`src/rtl/load_store_unit.sv`:
```
// load_store_unit: byte-serial load/store initiator between the core and a byte-wide data memory.
// Optional feature: define MISALIGN_TRAP_EN to reject misaligned H/W accesses with resp_err instead of performing them.
module load_store_unit #(
    parameter int DATA_WIDTH = 32,
    parameter int ADDR_BITS  = 17
) (
    input  logic                  clk,
    input  logic                  rst,
    input  logic                  req_valid,
    output logic                  req_ready,
    input  logic                  req_we,
    input  logic [2:0]            req_funct3,
    input  logic [DATA_WIDTH-1:0] req_addr,
    input  logic [DATA_WIDTH-1:0] req_wdata,
    output logic                  resp_valid,
    input  logic                  resp_ready,
    output logic [DATA_WIDTH-1:0] resp_rdata,
    output logic                  resp_err,
    output logic [DATA_WIDTH-1:0] mem_addr,
    output logic                  mem_we,
    output logic [7:0]            mem_wd,
    input  logic [7:0]            mem_rd
);
    typedef enum logic [1:0] {IDLE, ACCESS, RESP} state_t;
    state_t state_q, state_d;
    logic [ADDR_BITS-1:0]  addr_q;
    logic [DATA_WIDTH-1:0] wdata_q, rdata_q, ext;
    logic [2:0]            f3_q;
    logic [1:0]            cnt_q, last_idx;
    logic                  we_q, err_q, accept, illegal, misaligned, bad, last;
    logic                  unused_addr_bits;
    assign unused_addr_bits = ^req_addr[DATA_WIDTH-1:ADDR_BITS];
    assign accept  = req_valid && state_q == IDLE;
    assign illegal = req_funct3 == 3'b011 || req_funct3[2:1] == 2'b11;
`ifdef MISALIGN_TRAP_EN
    assign misaligned = (req_funct3[1:0] == 2'b01 && req_addr[0]) ||
                        (req_funct3[1:0] == 2'b10 && req_addr[1:0] != 2'b00);
`else
    assign misaligned = 1'b0;
`endif
    assign bad      = illegal || misaligned;
    assign last_idx = f3_q[1:0] == 2'b00 ? 2'd0 : f3_q[1:0] == 2'b01 ? 2'd1 : 2'd3;
    assign last     = cnt_q == last_idx;
    // State register
    always_ff @(posedge clk) begin
        if (rst) state_q <= IDLE;
        else     state_q <= state_d;
    end
    // Next state: rejected requests skip ACCESS and respond directly
    always_comb begin
        state_d = state_q == IDLE   ? (req_valid ? (bad ? RESP : ACCESS) : IDLE) :
                  state_q == ACCESS ? (last ? RESP : ACCESS) :
                                      (resp_ready ? IDLE : RESP);
    end
    // Request latch, byte counter and load byte-lane capture
    always_ff @(posedge clk) begin
        if (rst) begin
            addr_q  <= '0;
            wdata_q <= '0;
            f3_q    <= '0;
            we_q    <= 1'b0;
            err_q   <= 1'b0;
            cnt_q   <= '0;
            rdata_q <= '0;
        end else if (accept) begin
            addr_q  <= req_addr[ADDR_BITS-1:0];
            wdata_q <= req_wdata;
            f3_q    <= req_funct3;
            we_q    <= req_we;
            err_q   <= bad;
            cnt_q   <= '0;
            rdata_q <= '0;
        end else if (state_q == ACCESS) begin
            cnt_q <= cnt_q + 2'd1;
            if (!we_q) rdata_q[{cnt_q, 3'b000} +: 8] <= mem_rd;
        end
    end
    // Sign/zero extension of the assembled load bytes
    always_comb begin
        ext = f3_q[1:0] == 2'b00 ? {{(DATA_WIDTH-8){~f3_q[2] & rdata_q[7]}}, rdata_q[7:0]} :
              f3_q[1:0] == 2'b01 ? {{(DATA_WIDTH-16){~f3_q[2] & rdata_q[15]}}, rdata_q[15:0]} :
                                   rdata_q;
    end
    // Outputs: memory port is quiet outside ACCESS, response fields only in RESP
    always_comb begin
        req_ready  = state_q == IDLE;
        resp_valid = state_q == RESP;
        resp_err   = state_q == RESP && err_q;
        resp_rdata = (state_q == RESP && !we_q && !err_q) ? ext : '0;
        mem_addr   = state_q == ACCESS ? {{(DATA_WIDTH-ADDR_BITS){1'b0}}, addr_q + ADDR_BITS'(cnt_q)} : '0;
        mem_we     = state_q == ACCESS && we_q;
        mem_wd     = (state_q == ACCESS && we_q) ? wdata_q[{cnt_q, 3'b000} +: 8] : 8'h00;
    end
endmodule

```
`config.mk`:
```
export PLATFORM = sky130hd
export DESIGN_NAME = load_store_unit
export DESIGN_NICKNAME = d
export VERILOG_FILES = /design/src/rtl/load_store_unit.sv
export SDC_FILE = /design/constraint.sdc
export NUM_CORES = 1
export LEC_CHECK = 0
export CAP_MARGIN = 20
export CORE_MARGIN = 5
export CORE_UTILIZATION = 44
export CTS_CLUSTER_SIZE = 25
export DETAILED_ROUTE_END_ITERATION = 10
export GPL_ROUTABILITY_DRIVEN = 0
export MAX_ROUTING_LAYER = met4
export PLACE_DENSITY = 0.78
export SKIP_LAST_GASP = 1
export SLEW_MARGIN = 20
export SYNTH_ARGS = -nofsm -noshare
export SYNTH_HDL_FRONTEND = slang
export SYNTH_SLANG_ARGS = --single-unit
```
`constraint.sdc`:
```
create_clock -name clk -period 5.4 [get_ports clk]
set_input_delay 0.54 -clock clk [delete_from_list [all_inputs] [get_ports clk]]
set_output_delay 0.54 -clock clk [all_outputs]
set_load 0.01 [all_outputs]
```
# ---- Word-level counts from Yosys, hierarchy flattened
# Index checks and enable logic that the tools add are counted.
dict set report totals {
  in_bits 80
  regBits 90
}
dict set report classes {
  eq_ne 6
  n_reduce_logical 12
  muxes 14
  n_bitwise 4
  addsub 3
  shifts 3
}
# op count
set ops {}
lappend ops {{2-to-1 mux 32 bit} 3}
lappend ops {{bitwise mux 32 bit} 1}
lappend ops {{variable shift 8 x 7 -> 32 bit, first input constant} 1}
lappend ops {{indexed part select 32 x 6 -> 8 bit} 1}
lappend ops {{indexed part select 8 x 7 -> 32 bit} 1}
lappend ops {{adder 17 x 2 -> 17 bit} 1}
lappend ops {{2-to-1 mux 17 bit} 1}
lappend ops {{2-to-1 mux 2 bit} 8}
lappend ops {{2-to-1 mux 8 bit} 1}
lappend ops {{negator 5 -> 7 bit} 1}
lappend ops {{logical AND 1 bit} 5}
lappend ops {{equality test 2 x 1 -> 1 bit, second input constant} 2}
lappend ops {{equality test 2 bit, second input constant} 2}
lappend ops {{logical NOT 2 bit} 2}
lappend ops {{equality test 3 x 2 -> 1 bit, second input constant} 1}
lappend ops {{adder 2 x 1 -> 2 bit, second input constant} 1}
lappend ops {{bitwise AND 1 bit} 2}
lappend ops {{equality test 2 bit} 1}
lappend ops {{logical NOT 1 bit} 2}
lappend ops {{inverter 1 bit} 2}
lappend ops {{AND reduction 2 bit} 1}
lappend ops {{OR reduction 2 bit} 1}
lappend ops {{logical OR 1 bit} 1}

# ---- Depth between registers and ports, before layout
# Gate-level depths: netlist (run 1).
dict set report depth {
  word_depth 7
  depth_mapped 8
  mapped_depth_nobuf 6
}

# ---- Least setup slack after synthesis (run 1)
# OpenSTA, ideal clock, no wires.
dict set report synth_timing {
  kind {register to output}
  from {register cnt_q[0]}
  to {output port mem_addr[16]}
  required_time_ps 4860
  stages_incl_launch_ff 7
  path_buffers 0
  setup_slack_ps 3111
  t_arrival_ps 1749
  cell_sequence {dfxtp_1 -> ha_1 -> fa_1 -> and2_1 -> and4_2 -> nand3_1 -> mux2i_1}
}
dict set report synth_via {
  elab_chain_cells 2
}
# element line
set synth_rtl {}
lappend synth_rtl {{start: declaration} 29} ;# logic [1:0] cnt_q, last_idx;
lappend synth_rtl {{start signal: assignment} 74} ;# cnt_q <= cnt_q + 2'd1;
lappend synth_rtl {{adder 17 x 2 -> 17 bit} 90} ;# mem_addr = state_q == ACCESS ? {{(DATA_WIDTH-ADDR_BITS){1'b0}}, addr_q + ADDR_BITS'(cnt_q)} : '0;
lappend synth_rtl {{2-to-1 mux 17 bit} 90}
lappend synth_rtl {{end: declaration} 19} ;# output logic [DATA_WIDTH-1:0] mem_addr,
# No other way between the ends.

# ---- Worst setup path in the final report (run 1)
dict set report layout_timing {
  from {register cnt_q[1]}
  to {output port mem_addr[15]}
}
# The elaborated chain is that of the path after synthesis.

==> run_results.csv, run 1 <==
group,metric,value,unit
power,pwr-share-comb,14.7,%
critical_path,worstSetupPathType,"register to output port",
yosys,synth-seq-area-share,40.2,%
route,ant_nets,0,
sta,slew_viol_final,0,
yosys,yosys_warnings,0,
yosys,synthCells,588,
critical_path,cp_max_fo,16,
clock_network,h-tree-depth,3,
sta,fmax,282,MHz
critical_path,cp.required,4860,ps
clock_network,holdBufCountCts,0,
grt,grt_overflow_total,0,
floorplanning,start_util,45.4,%
sta,period_share,65.7,%
floorplanning,die_x,111,microns
grt,antenna_found_initial,0,
sta,period_minus_slack,3550,ps
clock_network,cts_resized,0,
route,vias_per_cell,5.15,
power,internal_power,0.00105,W
cells_and_area,multi_input_area,2370,sq um
clock_network,root_buffer,"clkbuf_8",
yosys,synth_top_area_share,40.2,%
cells_and_area,areaGrowthSynthToFinish,31.5,%
yosys,synth_area_leaders,"dfxtp_1, nand2_1, a21oi_1",
grt,grt_pass1_wl,19.7,mm
cells_and_area,fin_area,5890,sq um
power,clockPowerShare,34.1,%
clock_network,clock-sinks,90,
critical_path,arrival,3010,ps
placed_design,hpwl,8.63,mm
route,routed-via-count,4233,
yosys,ys_async_sr_fraction,0,%
route,totalWireLength,11.7,mm
route,drt_iter0_markers,213,
sta,worstMarginPinSlew,985,ps
sta,fin_tns_setup,0,ps
yosys,ys_ff_latch,90,
placed_design,placed_cell_area,5670,sq um
yosys,synth_edf_count,0,
floorplanning,fp.dieArea,12300,sq um
cells_and_area,antennaDiodeCount,0,
yosys,synthFlopType,"dfxtp_1",
grt,grt_pass1_vias,4125,
route,avgRoutedWirePerCell,14.2,microns
clock_network,cts_buffer_depth,2,
power,power_switching,0.000373,W
power,p_leak,2.05,nW
cells_and_area,final_nets,772,
clock_network,cts_tree,"built",
placed_design,dpl_worst_slack,2210,ps
yosys,synth_top_cell_by_area,"dfxtp_1",
cells_and_area,drive_above_1_share,6.39,%
power,p_per_area,241,nW/um^2
floorplanning,core-area,9860,sq um
sta,skew,6.36,ps
sta,timing.slew.headroom,34.3,%
yosys,mappedNetlistArea,4480,sq um
floorplanning,io_pins,156,
route,drc_errors,0,
clock_network,path_clk_slew,90,ps
status,outcome,"complete, no violations",
sta,setup_viol,0,
power,swShare,26.3,%
power,pwr-share-seq,51.2,%
yosys,yosysUniqueCellTypes,42,
hold_path,holdCritPathClass,"register to register",
grt,grt_max_degree,58,
floorplanning,rows,36,
placed_design,io_buffers,125,
yosys,yosys-top-cells-count,"nand2_1, a21oi_1, dfxtp_1",
yosys,yosysMostFrequentCell,"nand2_1",
cells_and_area,fin_cells,822,
floorplanning,dieHeight,111,microns
sta,hold_viol_final,0,
cells_and_area,seq_area,1800,sq um
clock_network,cts_buffers,9,
route,first_pass_iters,5,
power,ir_drop,189,uV
clock_network,worstSkewPairLatency,340,ps
cells_and_area,fill_cells,869,
flow_run,max_cap_violations,0,
sta,fin_ws,1850,ps
placed_design,dp_cells,806,
critical_path,startpoint_type,"register",
clock_network,cts_setup_buffers,0,
critical_path,end_kind,"output port",
sta,rsz0062_at_grt,"no",
grt,grtUsageTotal,19.4,%
yosys,syn_area_per_cell,7.62,sq um
==> flip-flops by register name (all words and copies together), names as in the netlist <==
register,cells
rdata_q,32
wdata_q,32
addr_q,17
f3_q,3
cnt_q,2
state_q,2
err_q,1
we_q,1
==> through the flow <==
stage / power [W] / hold WS (ps) / util, %
floorplan: 0.000866 / 427 / -
global placement: 0.000942 / 439 / 57.4
detailed placement: 0.000950 / 442 / 57.4
CTS: 0.00142 / 455 / 59.6
global route: 0.00149 / 471 / 59.7
finish: 0.00142 / 454 / 59.7
==> power by group through the flow <==
stage	Sequential, W	Combinational, W	Clock, W
2_1_floorplan	0.000729	0.000137	0
3_3_place_gp	0.000739	0.000203	0
3_5_place_dp	0.000742	0.000208	0
4_1_cts	0.000726	0.000209	0.000489
5_1_grt	0.000732	0.000233	0.000520
6_report	0.000726	0.000209	0.000484
==> cell families (layout without fill, tap and decap cells) <==
kind of cell | after synthesis | in the layout | share of synthesized area [%]
flops | 90 | 90 | 40.2
xor+xnor | 13 | 13 | 2.54
other cells | 1 | 15 | 0.0837
fa+ha+maj | 8 | 8 | 2.40
simple gates | 260 | 260 | 27.3
mux | 10 | 10 | 4.47
compound gates | 130 | 130 | 14.7
buf+inv | 76 | 163 | 8.27
==> per-layer routing <==
layer	vias to the layer above	wire [microns]	GRT usage (%)
li1	2125	-	-
met1	1929	5120	25.2
met2	165	5560	31.1
met3	14	835	4.04
met4	0	155	5.09
met5	-	0	-
==> worst max-delay path, cell delays in order, from the launching register on <==
cell	delay, ps
dfxtp_1	830
ha_1	270
a21o_1	230
nand3_4	130
or4_1	480
a21oi_1	150
clkdlybuf4s50_1	570
==> area by class of cell <==
| type | instances | share of cell area, % |
|---|---|---|
| clock buffer | 13 | 2.87 |
| clock inverter | 3 | 0.786 |
| inverter | 20 | 1.28 |
| multi-input combinational | 436 | 40.2 |
| sequential | 90 | 30.6 |
| tap | 133 | 2.83 |
| timing repair buffer | 127 | 21.4 |
==> placed cells by master, fill, tap and decap left out, types with 2 or more instances in the layout <==
master / instances
nor2_1: 14
xor2_1: 10
ha_1: 7
mux4_2: 8
inv_1: 20
nand2_1: 153
dfxtp_1: 90
o21ai_0: 10
and4_2: 2
nor3_2: 2
nand4_1: 4
clkbuf_8: 12
conb_1: 15
and4_1: 2
nand2b_1: 3
and2_0: 2
nand3_1: 37
nor3b_2: 3
xnor2_1: 3
mux2i_1: 2
and3_1: 8
clkdlybuf4s50_1: 124
or2_2: 2
a21oi_1: 115
o31ai_1: 2
and2_1: 16
buf_4: 2
==> worst paths after layout <==
path	from	end	slack [ps]	depth (start not counted)
setup / recovery	cnt_q[1]	mem_addr[15]	1850	6
hold / removal	rdata_q[5]	rdata_q[5]	450	2
setup reg to reg	cnt_q[1]	rdata_q[3]	2760	5
hold reg to reg	rdata_q[5]	rdata_q[5]	450	2
Power figures use the tool's default switching activity.
==> run 2, diff against run 1 <==
- CORE_UTILIZATION: 44 -> 41
- PLACE_DENSITY: 0.78 -> 0.77
- clock period: 5.4 -> 3.1 ns (I/O delays scaled with it)
==> run 2 against run 1 <==
Against the previous run:
- the run now ends with design-rule violations left
- power grew 77%
- register-to-register slack lost 2000 ps
- via count shrank 1.2%
- first-iteration DRC count grew 14%
- hold slack lost 61 ps
- critical path depth grew 1
- critical path type unchanged
- largest power group unchanged
==> run_results.csv, run 2 (synthesis results as in run 1) <==
group,metric,value,unit
status,outcome,"complete, but fails checks",
status,violations,"design-rule violations",
sta,fmax,335,MHz
hold_path,holdPathEnd,"wdata_q[19]",
floorplanning,dieHeight,115,microns
critical_path,arrival,2680,ps
flow_run,max_cap_violations,0,
hold_path,holdPathStages,2,
floorplanning,rows,38,
clock_network,root_buffer,"clkbuf_8",
cells_and_area,antennaDiodeCount,0,
sta,worstMarginPinSlew,962,ps
floorplanning,core-area,10800,sq um
clock_network,cts_tree,"built",
hold_path,holdCritStartpoint,"rst",
cells_and_area,reg_top3,"rdata_q (32), wdata_q (32), addr_q (17)",
sta,hold_viol_final,0,
sta,period_minus_slack,2990,ps
clock_network,clock-sinks,90,
route,routed-via-count,4181,
sta,timing.slew.headroom,35.4,%
placed_design,hpwl,8.69,mm
power,p_leak,2.09,nW
grt,grt_pass1_wl,19.1,mm
route,ant_nets,0,
route,drc_errors,1,
cells_and_area,drive_above_1_share,7.04,%
clock_network,h-tree-depth,3,
cells_and_area,final_nets,779,
cells_and_area,seq_area,1800,sq um
cells_and_area,fin_cells,836,
grt,grt_most_used_layer,"met2",
clock_network,worstSkewPairLatency,360,ps
grt,grt_max_degree,55,
critical_path,startpoint,"addr_q[0]",
hold_path,holdCritPathClass,"input port to register",
grt,grt_pass1_vias,4042,
grt,grtUsageTotal,18.6,%
placed_design,io_buffers,125,
sta,setup_viol,0,
route,avgRoutedWirePerCell,14.2,microns
sta,skew,8.92,ps
route,drt_iter0_markers,242,
cells_and_area,mostFrequentLayoutCells,"nand2_1, clkdlybuf4s50_1, a21oi_1",
grt,grt_use_met1,23.1,%
cells_and_area,fill_cells,1008,
sta,period_share,96.4,%
critical_path,r2r_cells,6,
floorplanning,fp.dieArea,13100,sq um
cells_and_area,multi_input_area,2360,sq um
clock_network,cts_buffer_depth,2,
route,first_pass_iters,8,
route,vias_per_cell,5.00,
route,totalWireLength,11.9,mm
cells_and_area,areaGrowthSynthToFinish,32.8,%
sta,fin_tns_setup,0,ps
critical_path,timing.rr.start,"cnt_q[0]",
floorplanning,start_util,41.5,%
clock_network,cts_buffers,9,
power,p_per_area,423,nW/um^2
clock_network,path_clk_slew,90,ps
grt,antenna_found_initial,0,
critical_path,worstSetupPathType,"register to output port",
clock_network,holdBufCountCts,0,
grt,grt_use_met2,29.8,%
placed_design,dp_cells,820,
sta,rsz0062_at_grt,"no",
critical_path,rrSetupSlack,730,ps
clock_network,cts_resized,0,
cells_and_area,final_common_cell,"nand2_1",
critical_path,end_kind,"output port",
clock_network,cts_setup_buffers,0,
critical_path,startpoint_type,"register",
critical_path,r2r-end,"rdata_q[6]",
power,ir_drop,343,uV
floorplanning,die_x,115,microns
sta,slew_viol_final,0,
floorplanning,io_pins,156,
critical_path,cp_max_fo,4,
grt,grt_overflow_total,0,
grt,use_met3,2.80,%
critical_path,cp.required,2790,ps
[run 2: cell count changes in the layout (fill, tap and decap cells not counted)]
cell,before,now
nor2b_1,0,1
clkbuf_8,12,9
nand2b_2,1,0
buf_4,2,9
nor2b_2,1,0
nand2b_1,3,4
clkinv_2,0,1
inv_6,0,1
bufinv_16,1,2
[run 2: stage by stage]
| stage | instance area (sq um) | worst slack, ps | hold WS (ps) | util [%] | total power, W |
|---|---|---|---|---|---|
| after CTS | 5950 | 92.0 | 378 | 55.1 | 0.00254 |
| after floorplan | 4530 | 976 | 427 | - | 0.00151 |
| after detailed placement | 5730 | 501 | 443 | 53.1 | 0.00166 |
| after global placement | 5730 | 481 | 440 | 53.1 | 0.00165 |
| final | 5950 | 112 | 393 | 55.1 | 0.00252 |
| after global routing | 5950 | 1.37 | 391 | 55.1 | 0.00264 |
[run 2: per-layer routing]
layer  routed length [microns]  up-vias
met3                       731       21
li1                          -     2129
met5                         0        -
met1                      5260     1879
met4                       280        0
met2                      5590      152
[run 2: final cells by class]
| class | count | share of cell area, % |
|---|---|---|
| Inverter | 20 | 1.26 |
| Clock buffer | 10 | 2.15 |
| Sequential cell | 90 | 30.3 |
| Tap cell | 140 | 2.95 |
| Timing Repair Buffer | 134 | 22.1 |
| Clock inverter | 6 | 1.52 |
| Multi-Input combinational cell | 436 | 39.7 |
[run 2: worst max-delay path by stage]
stage	end	slack, ps	depth (start not counted)
2_1_floorplan	rdata_q[0]	980	6
3_3_place_gp	mem_addr[16]	480	7
3_5_place_dp	mem_addr[16]	500	7
4_1_cts	mem_addr[16]	90	7
5_1_grt	mem_addr[16]	1	7
6_report	mem_addr[16]	110	7
[run 2: worst max-delay path, cell delays in order, from the launching register on]
cell             delay (ps)
dfxtp_1                 320
ha_1                    220
fa_1                    440
and2_1                  230
and4_2                  260
nand3_1                 100
mux2i_1                 190
clkdlybuf4s50_1         570
[run 2: power breakdown]
part	leakage (nW)	switching [W]	internal, W
combinational	1.24	0.000205	0.000174
clock	0.107	0.000422	0.000457
sequential	0.734	0.0000442	0.00121
total	2.09	0.000671	0.00184
==> run 3, diff against run 2 <==
- CELL_PAD_IN_SITES_DETAIL_PLACEMENT: unset -> 1
- CELL_PAD_IN_SITES_GLOBAL_PLACEMENT: unset -> 1
- CORE_UTILIZATION: 41 -> 29
- PLACE_DENSITY: 0.77 -> unset
- PLACE_DENSITY_LB_ADDON: unset -> 0.1
==> run 3 against run 2 <==
Against the previous run:
- clock power rose by 13%
- hold slack improved by 58 ps
- clock skew fell by 5.5 ps
- critical endpoint unchanged
- sequential power barely moved
- fmax rose by 1.1%
- sequential share of layout area fell by 0.68 points
- utilization fell by 15 points
- wire length rose by 17%
- largest power group unchanged
- largest cell class unchanged
- cell count rose by 6.2%
- critical path depth did not move
- the run now ends clean
==> run_results.csv, run 3 (synthesis results as in run 1) <==
group,metric,value,unit
power,ir_drop,257,uV
power,p_per_area,437,nW/um^2
floorplanning,fp.dieArea,18000,sq um
placed_design,hpwl,10.5,mm
route,routed-via-count,4233,
power,p_leak,2.13,nW
floorplanning,dieHeight,134,microns
sta,rsz0062_at_grt,"no",
cells_and_area,final_common_cell,"nand2_1",
critical_path,cp.required,2790,ps
floorplanning,rows,45,
clock_network,cts_setup_buffers,0,
status,outcome,"complete, no violations",
hold_path,holdCritPathClass,"register to register",
clock_network,path_clk_slew,60,ps
cells_and_area,areaGrowthSynthToFinish,35.8,%
sta,timing.hold.ws,451,ps
critical_path,arrival,2650,ps
critical_path,end_kind,"output port",
sta,slew_viol_final,0,
cells_and_area,final_nets,784,
critical_path,worstSetupPathType,"register to output port",
power,swShare,26.4,%
floorplanning,core-area,15200,sq um
clock_network,root_buffer,"clkbuf_16",
sta,fin_tns_setup,0,ps
route,first_pass_iters,4,
route,drt_iter0_markers,246,
flow_run,max_cap_violations,0,
grt,antenna_found_initial,1,
power,pwr-share-comb,15.1,%
grt,grtUsageTotal,16.1,%
floorplanning,io_pins,156,
placed_design,io_buffers,125,
power,power_switching,0.000702,W
clock_network,holdBufCountCts,0,
grt,grt_pass1_wl,22.6,mm
sta,setup_viol,0,
critical_path,startpoint_type,"register",
sta,hold_viol_final,0,
cells_and_area,utilization,40.0,%
route,vias_per_cell,4.77,
clock_network,cts_tree,"built",
grt,grt_max_degree,57,
cells_and_area,reg_top3,"rdata_q (32), wdata_q (32), addr_q (17)",
sta,period_minus_slack,2960,ps
sta,skew,3.46,ps
power,internal_power,0.00195,W
clock_network,h-tree-depth,3,
cells_and_area,drive_above_1_share,7.01,%
sta,fin_ws,144,ps
route,ant_nets,0,
critical_path,cp_max_fo,4,
sta,worstMarginPinSlew,605,ps
sta,fmax,338,MHz
clock_network,cts_resized,0,
route,avgRoutedWirePerCell,15.7,microns
clock_network,cts_buffer_depth,2,
grt,grt_pass1_vias,4281,
sta,timing.slew.headroom,59.7,%
floorplanning,die_x,134,microns
grt,grt_overflow_total,0,
route,totalWireLength,13.9,mm
route,drc_errors,0,
power,pwr-share-seq,47.4,%
power,clockPowerShare,37.6,%
cells_and_area,mostFrequentLayoutCells,"nand2_1, clkdlybuf4s50_1, a21oi_1",
floorplanning,start_util,29.5,%
critical_path,rrSetupSlack,1000,ps
placed_design,dpl_worst_slack,499,ps
clock_network,worstSkewPairLatency,350,ps
clock_network,cts_buffers,9,
clock_network,clock-sinks,90,
sta,period_share,95.3,%
-- run 3: changes by cell type in the layout (fill, tap and decap cells not counted), sizes merged, moves of 2 or more --
| cell | before | now |
|---|---|---|
| buf | 10 | 15 |
| clkbuf | 10 | 14 |
| bufinv | 2 | 0 |
| clkinv | 2 | 0 |
-- run 3: area by class of cell --
| cell class | instances | area, sq um |
|---|---|---|
| flip-flops and latches | 90 | 1800 |
| fillers | 1867 | 9120 |
| well taps | 188 | 235 |
| diodes | 1 | 2.50 |
| repair buffers | 139 | 1350 |
| inverters | 20 | 75.1 |
| clock buffers | 14 | 254 |
| multi-input cells | 436 | 2360 |
-- run 3: worst paths after layout --
| path | endpoint | cells past startpoint | start |
|---|---|---|---|
| min | rdata_q[9] | 2 | rdata_q[9] |
| max | mem_addr[16] | 7 | addr_q[0] |
| min reg2reg | rdata_q[9] | 2 | rdata_q[9] |
| max reg2reg | rdata_q[10] | 6 | cnt_q[0] |
-- run 3: power groups by stage --
stage | clock network (W) | registers (W) | logic [W]
2_1_floorplan | 0 | 0.00127 | 0.000239
3_3_place_gp | 0 | 0.00128 | 0.000399
3_5_place_dp | 0 | 0.00128 | 0.000407
4_1_cts | 0.00103 | 0.00126 | 0.000409
5_1_grt | 0.00107 | 0.00127 | 0.000447
6_report | 0.000997 | 0.00126 | 0.000400
-- run 3: routing by layer --
layer | up-vias | global-route usage [%] | wire length [microns] | share of wire (%)
met2 | 90 | 26.2 | 6710 | 48
met5 | - | - | 0 | 0
li1 | 2139 | - | - | -
met4 | 0 | 5.88 | 249 | 1.8
met1 | 1987 | 20.1 | 6430 | 46
met3 | 17 | 2.74 | 536 | 3.9
-- run 3: worst max-delay path, cell delays in order, from the launching register on --
cell and delay (ps):
dfxtp_1 310, ha_1 220, fa_1 440, and2_1 230, and4_2 260, nand3_1 90
mux2i_1 180, clkdlybuf4s50_1 550
-- run 3: stage by stage --
step	instance area (sq um)	cells	total power [W]
2_1_floorplan	4530	602	0.00151
3_3_place_gp	5830	873	0.00168
3_5_place_dp	5830	873	0.00169
4_1_cts	6080	887	0.00269
5_1_grt	6080	888	0.00279
6_report	6080	888	0.00266
